==> config.mk <==
export PLATFORM = sky130hd
export DESIGN_NAME = uart_core_param
export DESIGN_NICKNAME = d
export VERILOG_FILES = /design/src/rtl/uart_core_param.sv
export SDC_FILE = /design/constraint.sdc
export NUM_CORES = 1
export LEC_CHECK = 0
export CORE_MARGIN = 3
export CORE_UTILIZATION = 56
export DETAILED_ROUTE_END_ITERATION = 8
export GPL_ROUTABILITY_DRIVEN = 0
export GPL_TIMING_DRIVEN = 0
export PLACE_DENSITY = 0.81
export SYNTH_ARGS = -nofsm -noshare
export SYNTH_HDL_FRONTEND = slang
export SYNTH_SLANG_ARGS = --single-unit
export TNS_END_PERCENT = 1
==> constraint.sdc <==
create_clock -name clk -period 2.8 [get_ports clk]
set_input_delay 0.28 -clock clk [delete_from_list [all_inputs] [get_ports clk]]
set_output_delay 0.28 -clock clk [all_outputs]
set_load 0.02 [all_outputs]
==> src/rtl/uart_core_param.sv <==
// uart_core_param: full-duplex UART with 16x oversampling,
// TX/RX FIFOs, build-time frame format and RX error flags.
//
// Ports:
//   clk, rst_n         clock, synchronous active-low reset
//   tx_data/valid/rdy  write side of the TX FIFO
//   tx_busy            TX frame in progress or TX FIFO non-empty
//   rx_data/perr/ferr  head word of the RX FIFO (zero when empty)
//   rx_valid/ready     RX FIFO non-empty / pop
//   rx_overrun         one-cycle pulse when a word is dropped
//   UART_RXD/UART_TXD  serial line in / out
module uart_core_param #(
  parameter int CLK_HZ    = 50_000_000,
  parameter int BAUD      = 115200,
  parameter int DATA_BITS = 8,
  parameter int PARITY    = 0,
  parameter int STOP_BITS = 1,
  parameter int FIFO_AW   = 4
) (
  input  logic       clk,
  input  logic       rst_n,
  input  logic [7:0] tx_data,
  input  logic       tx_valid,
  output logic       tx_ready,
  output logic       tx_busy,
  output logic [7:0] rx_data,
  output logic       rx_perr,
  output logic       rx_ferr,
  output logic       rx_valid,
  input  logic       rx_ready,
  output logic       rx_overrun,
  input  logic       UART_RXD,
  output logic       UART_TXD
);

  localparam int DIV   = CLK_HZ / (BAUD * 16);
  localparam int CW    = (DIV > 1) ? $clog2(DIV) : 1;
  localparam int DEPTH = 1 << FIFO_AW;
  localparam logic [7:0] DMASK = 8'((1 << DATA_BITS) - 1);
  localparam logic PODD = (PARITY == 2);

  typedef enum logic [2:0] {
    S_IDLE, S_START, S_DATA, S_PAR, S_STOP
  } st_t;

  // Baud tick generator
  logic [CW-1:0] tcnt;
  logic          tick;

  assign tick = (tcnt == CW'(DIV - 1));

  always_ff @(posedge clk) begin
    if (!rst_n)    tcnt <= '0;
    else if (tick) tcnt <= '0;
    else           tcnt <= tcnt + 1'b1;
  end

  // TX FIFO
  logic [7:0]       tmem [DEPTH];
  logic [FIFO_AW:0] twp, trp;
  logic             tx_full, tx_empty;
  logic             tx_push, tx_pop;
  logic [7:0]       tx_head;

  assign tx_empty = (twp == trp);
  assign tx_full  = (twp[FIFO_AW] != trp[FIFO_AW]) &&
                    (twp[FIFO_AW-1:0] == trp[FIFO_AW-1:0]);
  assign tx_ready = rst_n & ~tx_full;
  assign tx_push  = tx_valid & tx_ready;
  assign tx_head  = tmem[trp[FIFO_AW-1:0]];

  always_ff @(posedge clk) begin
    if (tx_push) tmem[twp[FIFO_AW-1:0]] <= tx_data & DMASK;
  end

  always_ff @(posedge clk) begin
    if (!rst_n) begin
      twp <= '0;
      trp <= '0;
    end else begin
      if (tx_push) twp <= twp + 1'b1;
      if (tx_pop)  trp <= trp + 1'b1;
    end
  end

  // TX FSM
  st_t        tst, tst_n;
  logic [3:0] tph;
  logic [2:0] tbit;
  logic       tsb;
  logic [7:0] tsh;
  logic       tpar;
  logic       tend;

  assign tend = tick && (tph == 4'd15);

  always_comb begin
    tst_n  = tst;
    tx_pop = 1'b0;
    unique case (tst)
      S_IDLE: begin
        if (tick && !tx_empty) begin
          tst_n  = S_START;
          tx_pop = 1'b1;
        end
      end
      S_START: if (tend) tst_n = S_DATA;
      S_DATA: begin
        if (tend && tbit == 3'(DATA_BITS - 1))
          tst_n = (PARITY != 0) ? S_PAR : S_STOP;
      end
      S_PAR: if (tend) tst_n = S_STOP;
      S_STOP: begin
        if (tend && tsb == 1'(STOP_BITS - 1)) begin
          // Back-to-back frames: no idle gap if more data waits
          if (!tx_empty) begin
            tst_n  = S_START;
            tx_pop = 1'b1;
          end else begin
            tst_n = S_IDLE;
          end
        end
      end
      default: tst_n = S_IDLE;
    endcase
  end

  always_ff @(posedge clk) begin
    if (!rst_n) begin
      tst  <= S_IDLE;
      tph  <= '0;
      tbit <= '0;
      tsb  <= 1'b0;
      tsh  <= '0;
      tpar <= 1'b0;
    end else begin
      tst <= tst_n;
      if (tx_pop) begin
        tsh  <= tx_head;
        tpar <= (^tx_head) ^ PODD;
        tph  <= '0;
        tbit <= '0;
        tsb  <= 1'b0;
      end else begin
        if (tick && tst != S_IDLE) tph <= tph + 1'b1;
        if (tend && tst == S_DATA) begin
          tsh  <= tsh >> 1;
          tbit <= tbit + 1'b1;
        end
        if (tend && tst == S_STOP) tsb <= tsb + 1'b1;
      end
    end
  end

  always_comb begin
    UART_TXD = 1'b1;
    unique case (tst)
      S_START: UART_TXD = 1'b0;
      S_DATA:  UART_TXD = tsh[0];
      S_PAR:   UART_TXD = tpar;
      default: UART_TXD = 1'b1;
    endcase
  end

  assign tx_busy = (tst != S_IDLE) | ~tx_empty;

  // RX synchronizer and edge history
  logic rs1, rxs, rxs_d;

  always_ff @(posedge clk) begin
    if (!rst_n) begin
      rs1   <= 1'b1;
      rxs   <= 1'b1;
      rxs_d <= 1'b1;
    end else begin
      rs1   <= UART_RXD;
      rxs   <= rs1;
      rxs_d <= rxs;
    end
  end

  // RX FSM
  st_t        rst_q, rst_nx;
  logic [3:0] rph;
  logic [2:0] rbit;
  logic [7:0] rsh;
  logic       s7, s8;
  logic       rperr;
  logic       rwait;
  logic       samp, bend, maj;
  logic       rx_push;
  logic [9:0] rx_wd;

  assign samp  = tick && (rph == 4'd9);
  assign bend  = tick && (rph == 4'd15);
  assign maj   = (s7 & s8) | (s7 & rxs) | (s8 & rxs);
  assign rx_wd = {rperr, ~maj, rsh};

  always_comb begin
    rst_nx  = rst_q;
    rx_push = 1'b0;
    unique case (rst_q)
      S_IDLE: begin
        if (!rwait && rxs_d && !rxs) rst_nx = S_START;
      end
      S_START: begin
        if (tick && rph == 4'd8 && rxs) rst_nx = S_IDLE;
        else if (bend)                  rst_nx = S_DATA;
      end
      S_DATA: begin
        if (bend && rbit == 3'(DATA_BITS - 1))
          rst_nx = (PARITY != 0) ? S_PAR : S_STOP;
      end
      S_PAR: if (bend) rst_nx = S_STOP;
      S_STOP: begin
        // Push mid stop bit so a following start edge is not missed
        if (samp) begin
          rx_push = 1'b1;
          rst_nx  = S_IDLE;
        end
      end
      default: rst_nx = S_IDLE;
    endcase
  end

  always_ff @(posedge clk) begin
    if (!rst_n) begin
      rst_q <= S_IDLE;
      rph   <= '0;
      rbit  <= '0;
      rsh   <= '0;
      s7    <= 1'b1;
      s8    <= 1'b1;
      rperr <= 1'b0;
      rwait <= 1'b0;
    end else begin
      rst_q <= rst_nx;
      if (rst_q == S_IDLE) begin
        rph   <= '0;
        rbit  <= '0;
        rsh   <= '0;
        rperr <= 1'b0;
      end else if (tick) begin
        rph <= rph + 1'b1;
      end
      if (tick && rph == 4'd7) s7 <= rxs;
      if (tick && rph == 4'd8) s8 <= rxs;
      if (samp && rst_q == S_DATA) rsh[rbit] <= maj;
      if (bend && rst_q == S_DATA) rbit <= rbit + 1'b1;
      if (samp && rst_q == S_PAR)
        rperr <= maj ^ (^rsh) ^ PODD;
      // A break holds the line low; stay disarmed until it rises
      if (rx_push)                      rwait <= ~maj;
      else if (rst_q == S_IDLE && rxs)  rwait <= 1'b0;
    end
  end

  // RX FIFO
  logic [9:0]       rmem [DEPTH];
  logic [FIFO_AW:0] rwp, rrp;
  logic             rx_full, rx_empty, rx_pop, rx_wr;
  logic [9:0]       rx_head;

  assign rx_empty = (rwp == rrp);
  assign rx_full  = (rwp[FIFO_AW] != rrp[FIFO_AW]) &&
                    (rwp[FIFO_AW-1:0] == rrp[FIFO_AW-1:0]);
  assign rx_valid = ~rx_empty;
  assign rx_pop   = rx_valid & rx_ready;
  assign rx_wr    = rx_push & (~rx_full | rx_pop);
  assign rx_head  = rx_valid ? rmem[rrp[FIFO_AW-1:0]] : 10'd0;
  assign rx_data  = rx_head[7:0];
  assign rx_ferr  = rx_head[8];
  assign rx_perr  = rx_head[9];

  always_ff @(posedge clk) begin
    if (rx_wr) rmem[rwp[FIFO_AW-1:0]] <= rx_wd;
  end

  always_ff @(posedge clk) begin
    if (!rst_n) begin
      rwp        <= '0;
      rrp        <= '0;
      rx_overrun <= 1'b0;
    end else begin
      if (rx_wr)  rwp <= rwp + 1'b1;
      if (rx_pop) rrp <= rrp + 1'b1;
      rx_overrun <= rx_push & rx_full & ~rx_pop;
    end
  end

endmodule
==> qor.yml <==
status:
  status: "finished, violations left"
  violations: "negative setup slack"
yosys:
  synth_top_area_share_pct: 58.2
  ys_warn_count: 0
  syn-mean-instance-area_sq_um: 16.5
  yosysMostFrequentCell: "edfxtp_1"
  synth_area_sq_um: 14900
  syn_inst: 903
  synth_flop_cell: "edfxtp_1"
  synth_edf_count: 288
  synth.distinct_cells: 58
  async_reset_ff_share_pct: 0
  synth_area_leaders: "edfxtp_1 58%, mux4_2 11%, dfxtp_1 11%"
  ys_seq_area_share_pct: 68.8
  synth_common_cells: "288 x edfxtp_1, 79 x dfxtp_1, 74 x nand2_1"
  syn_nets: 936
  synth-seq-cells: 367
  synth.largest_area_cell: "edfxtp_1"
timing:
  hold_ws_ns: 0.333
  rsz0062_at_grt: "true"
  clock_skew_ns: 0.0216
  min_period_ns: 2.94
  period_share_pct: 105
  final_hold_viol_count: 0
  setup_ws_ns: -0.143
  finalSetupViolations: 11
  worst_pin_slew_ns: 1.03
  maxSlewHeadroom_pct: 31.6
  slew_viol_final: 0
  fmax_ghz: 0.340
cells_and_area:
  antennaDiodeCount: 0
  fin_nets: 1001
  drive_gt1_share_pct: 19.1
  area_growth_pct: 13.6
  fillers: 1771
  fin_area_sq_um: 16900
  final_core_util_pct: 64.8
worst_setup_path:
  crit_arrival_ns: 2.66
  critical_path.endpoint_type: "output pin"
  cp.required_ns: 2.52
  cpMaxStageDelayCell: "mux4_2"
  critPathKind: "reg -> out"
  cpMostUsedCell: "mux4_2"
  cpPeakStageDelay_ns: 0.57
  crit_path_cell_trace: "buf_6, mux4_2, mux4_2, nor2b_1, dlygate4sd2_1"
  crit_buf_inv: 2
  cp_top_family: "multiplexers"
  worst_setup_path_start_kind: "register"
  cp_max_fo: 10
drt:
  drt_iter0_drc: 740
  num_vias: 7874
  routed_via_density: 5.93
  drt_pass1_iterations: 5
  wl_per_cell_um: 22.1
  drt-total-wl_um: 29300
  drc: 0
  postRouteAntennaNets: 0
hold_path:
  hold_path_class: "in -> reg"
power:
  power_leakage_nw: 5.53
  p_per_area_nw_per_um2: 632
  report.power.total_mw: 10.7
  ir_drop_uv: 522
clocking:
  cts_max_path_buffers: 3
  h-tree-depth: 2
  cts_tree: "built"
  root_buffer: "clkbuf_16"
  cts_hold_buf: 0
  path_clk_slew_ns: 0.06
  clk_latency_ns: 0.52
  cts_buffers: 36
  clock_sinks: 367
die:
  ios: 28
  start_util_pct: 57.1
  die_area_sq_um: 28500
  std_cell_rows: 59
  fp.dieH_um: 169
  core_area_sq_um: 26100
  die_x_um: 169
job:
  cap_violations: 0
global_route:
  grt_pass1_vias: 8035
  overflow: 0
  grt_pass1_wl_um: 45800
  track_usage_pct: 21.0
  antenna_found_initial: 1
  grt_max_degree: 26
place:
  pre_cts_ws_ns: -0.486
  placed_area_sq_um: 15600
  dp_hpwl_um: 18600
  port_buffers: 27
==> cells in the final DEF (no fill, tap or decap), types with 5 or more instances in the layout <==
| cell type | netlist | layout |
|---|---|---|
| clkbuf_2 | 0 | 5 |
| clkbuf_1 | 25 | 25 |
| nor2_4 | 0 | 9 |
| clkinv_1 | 0 | 7 |
| dfxtp_1 | 79 | 76 |
| ha_1 | 20 | 19 |
| nor3_1 | 13 | 5 |
| nand4_1 | 12 | 12 |
| nand2_1 | 74 | 74 |
| nor2_2 | 1 | 8 |
| and2_1 | 12 | 12 |
| buf_6 | 4 | 10 |
| nand3_1 | 12 | 12 |
| mux2i_1 | 5 | 5 |
| mux4_2 | 73 | 73 |
| edfxtp_1 | 288 | 288 |
| nor2b_1 | 18 | 18 |
| xor2_1 | 18 | 18 |
| inv_1 | 14 | 13 |
| dlygate4sd2_1 | 0 | 10 |
| nand2b_1 | 9 | 9 |
| clkdlybuf4s50_1 | 0 | 17 |
| nor2_1 | 67 | 51 |
| clkbuf_16 | 0 | 38 |
| o21ai_0 | 9 | 9 |
| buf_2 | 9 | 5 |
| mux4_1 | 9 | 9 |
| a21oi_1 | 20 | 20 |
| a21boi_0 | 5 | 5 |
| a22oi_1 | 20 | 20 |
| xnor2_1 | 32 | 32 |
==> state kept, by name, summed over array words and instances (netlist names), 4 cells and up, named ones only <==
name	flops
twp	5
tsh	8
rsh	8
tmem	128
rmem	160
rrp	5
tcnt	5
tph	4
rwp	5
rph	4
trp	5
==> layer usage <==
metal | routed length [um] | global-route usage [%]
met5 | 13 | 0
met3 | 1820 | 3.88
met2 | 15600 | 38.0
met1 | 11000 | 26.0
met4 | 856 | 6.12
==> per-stage QoR <==
stage | TNS [ns] | cells
after detailed placement | -70.89 | 1267
after floorplan | 0 | 903
after global routing | -12.01 | 1327
after CTS | -8.43 | 1327
final | -1.22 | 1327
after global placement | -84.47 | 1265
==> cells by family (layout without fill, tap and decap cells) <==
| kind of cell | after synthesis | in the layout | share of synthesized area (%) |
|---|---|---|---|
| xor gates and xnor gates | 50 | 50 | 2.94 |
| DFF | 367 | 367 | 68.8 |
| and+or+nand+nor | 243 | 243 | 8.04 |
| AOI/OAI and AO/OA | 73 | 73 | 3.23 |
| muxes | 91 | 91 | 13.3 |
| adders and majority gates | 20 | 20 | 1.68 |
| buffers and inverters | 59 | 148 | 2.03 |
==> worst reg2reg max path, delay by kind of cell (launching register included) <==
kind                     cells  cell delay, ns
flip-flops                   1            0.34
AND/OR/NAND/NOR              6            1.87
buffers and inverters        1            0.08
adder cells (fa/ha/maj)      1            0.15
==> final cells by class <==
cell class              count  area [sq um]  area share (%)
flip-flops and latches    367         10200            60.6
well taps                 335           419            2.48
plain buffers              41           265            1.57
inverters                  14          52.6           0.311
multi-input cells         477          4520            26.8
clock buffers              48           998            5.91
clock inverters            14           101           0.600
repair buffers             31           295            1.75
==> timing repair <==
action,4_1_cts,5_1_grt
setup buffers,2,0
resized for setup,52,12
pin swaps,1,3
endpoints found under the setup margin,191,228
==> final timing paths <==
check | start | to | slack [ns] | cells past startpoint
hold / removal | UART_RXD | rs1$_SDFF_PN1_ | 0.33 | 2
hold reg to reg | rs1$_SDFF_PN1_ | rxs$_SDFF_PN1_ | 0.40 | 1
setup / recovery | register | rx_data[2] | -0.14 | 5
setup reg to reg | tcnt[0]$_SDFF_PP0_ | rmem[4][6]$_DFFE_PP_ | 0.02 | 8
==> power breakdown <==
part / total [mW] / leakage [nW] / switching (mW) / internal [mW]
registers: 5.88 / 3.35 / 0.0245 / 5.85
clock network: 4.52 / 0.538 / 1.92 / 2.60
logic: 0.271 / 1.64 / 0.165 / 0.106
(Power assumes the default switching activity.)
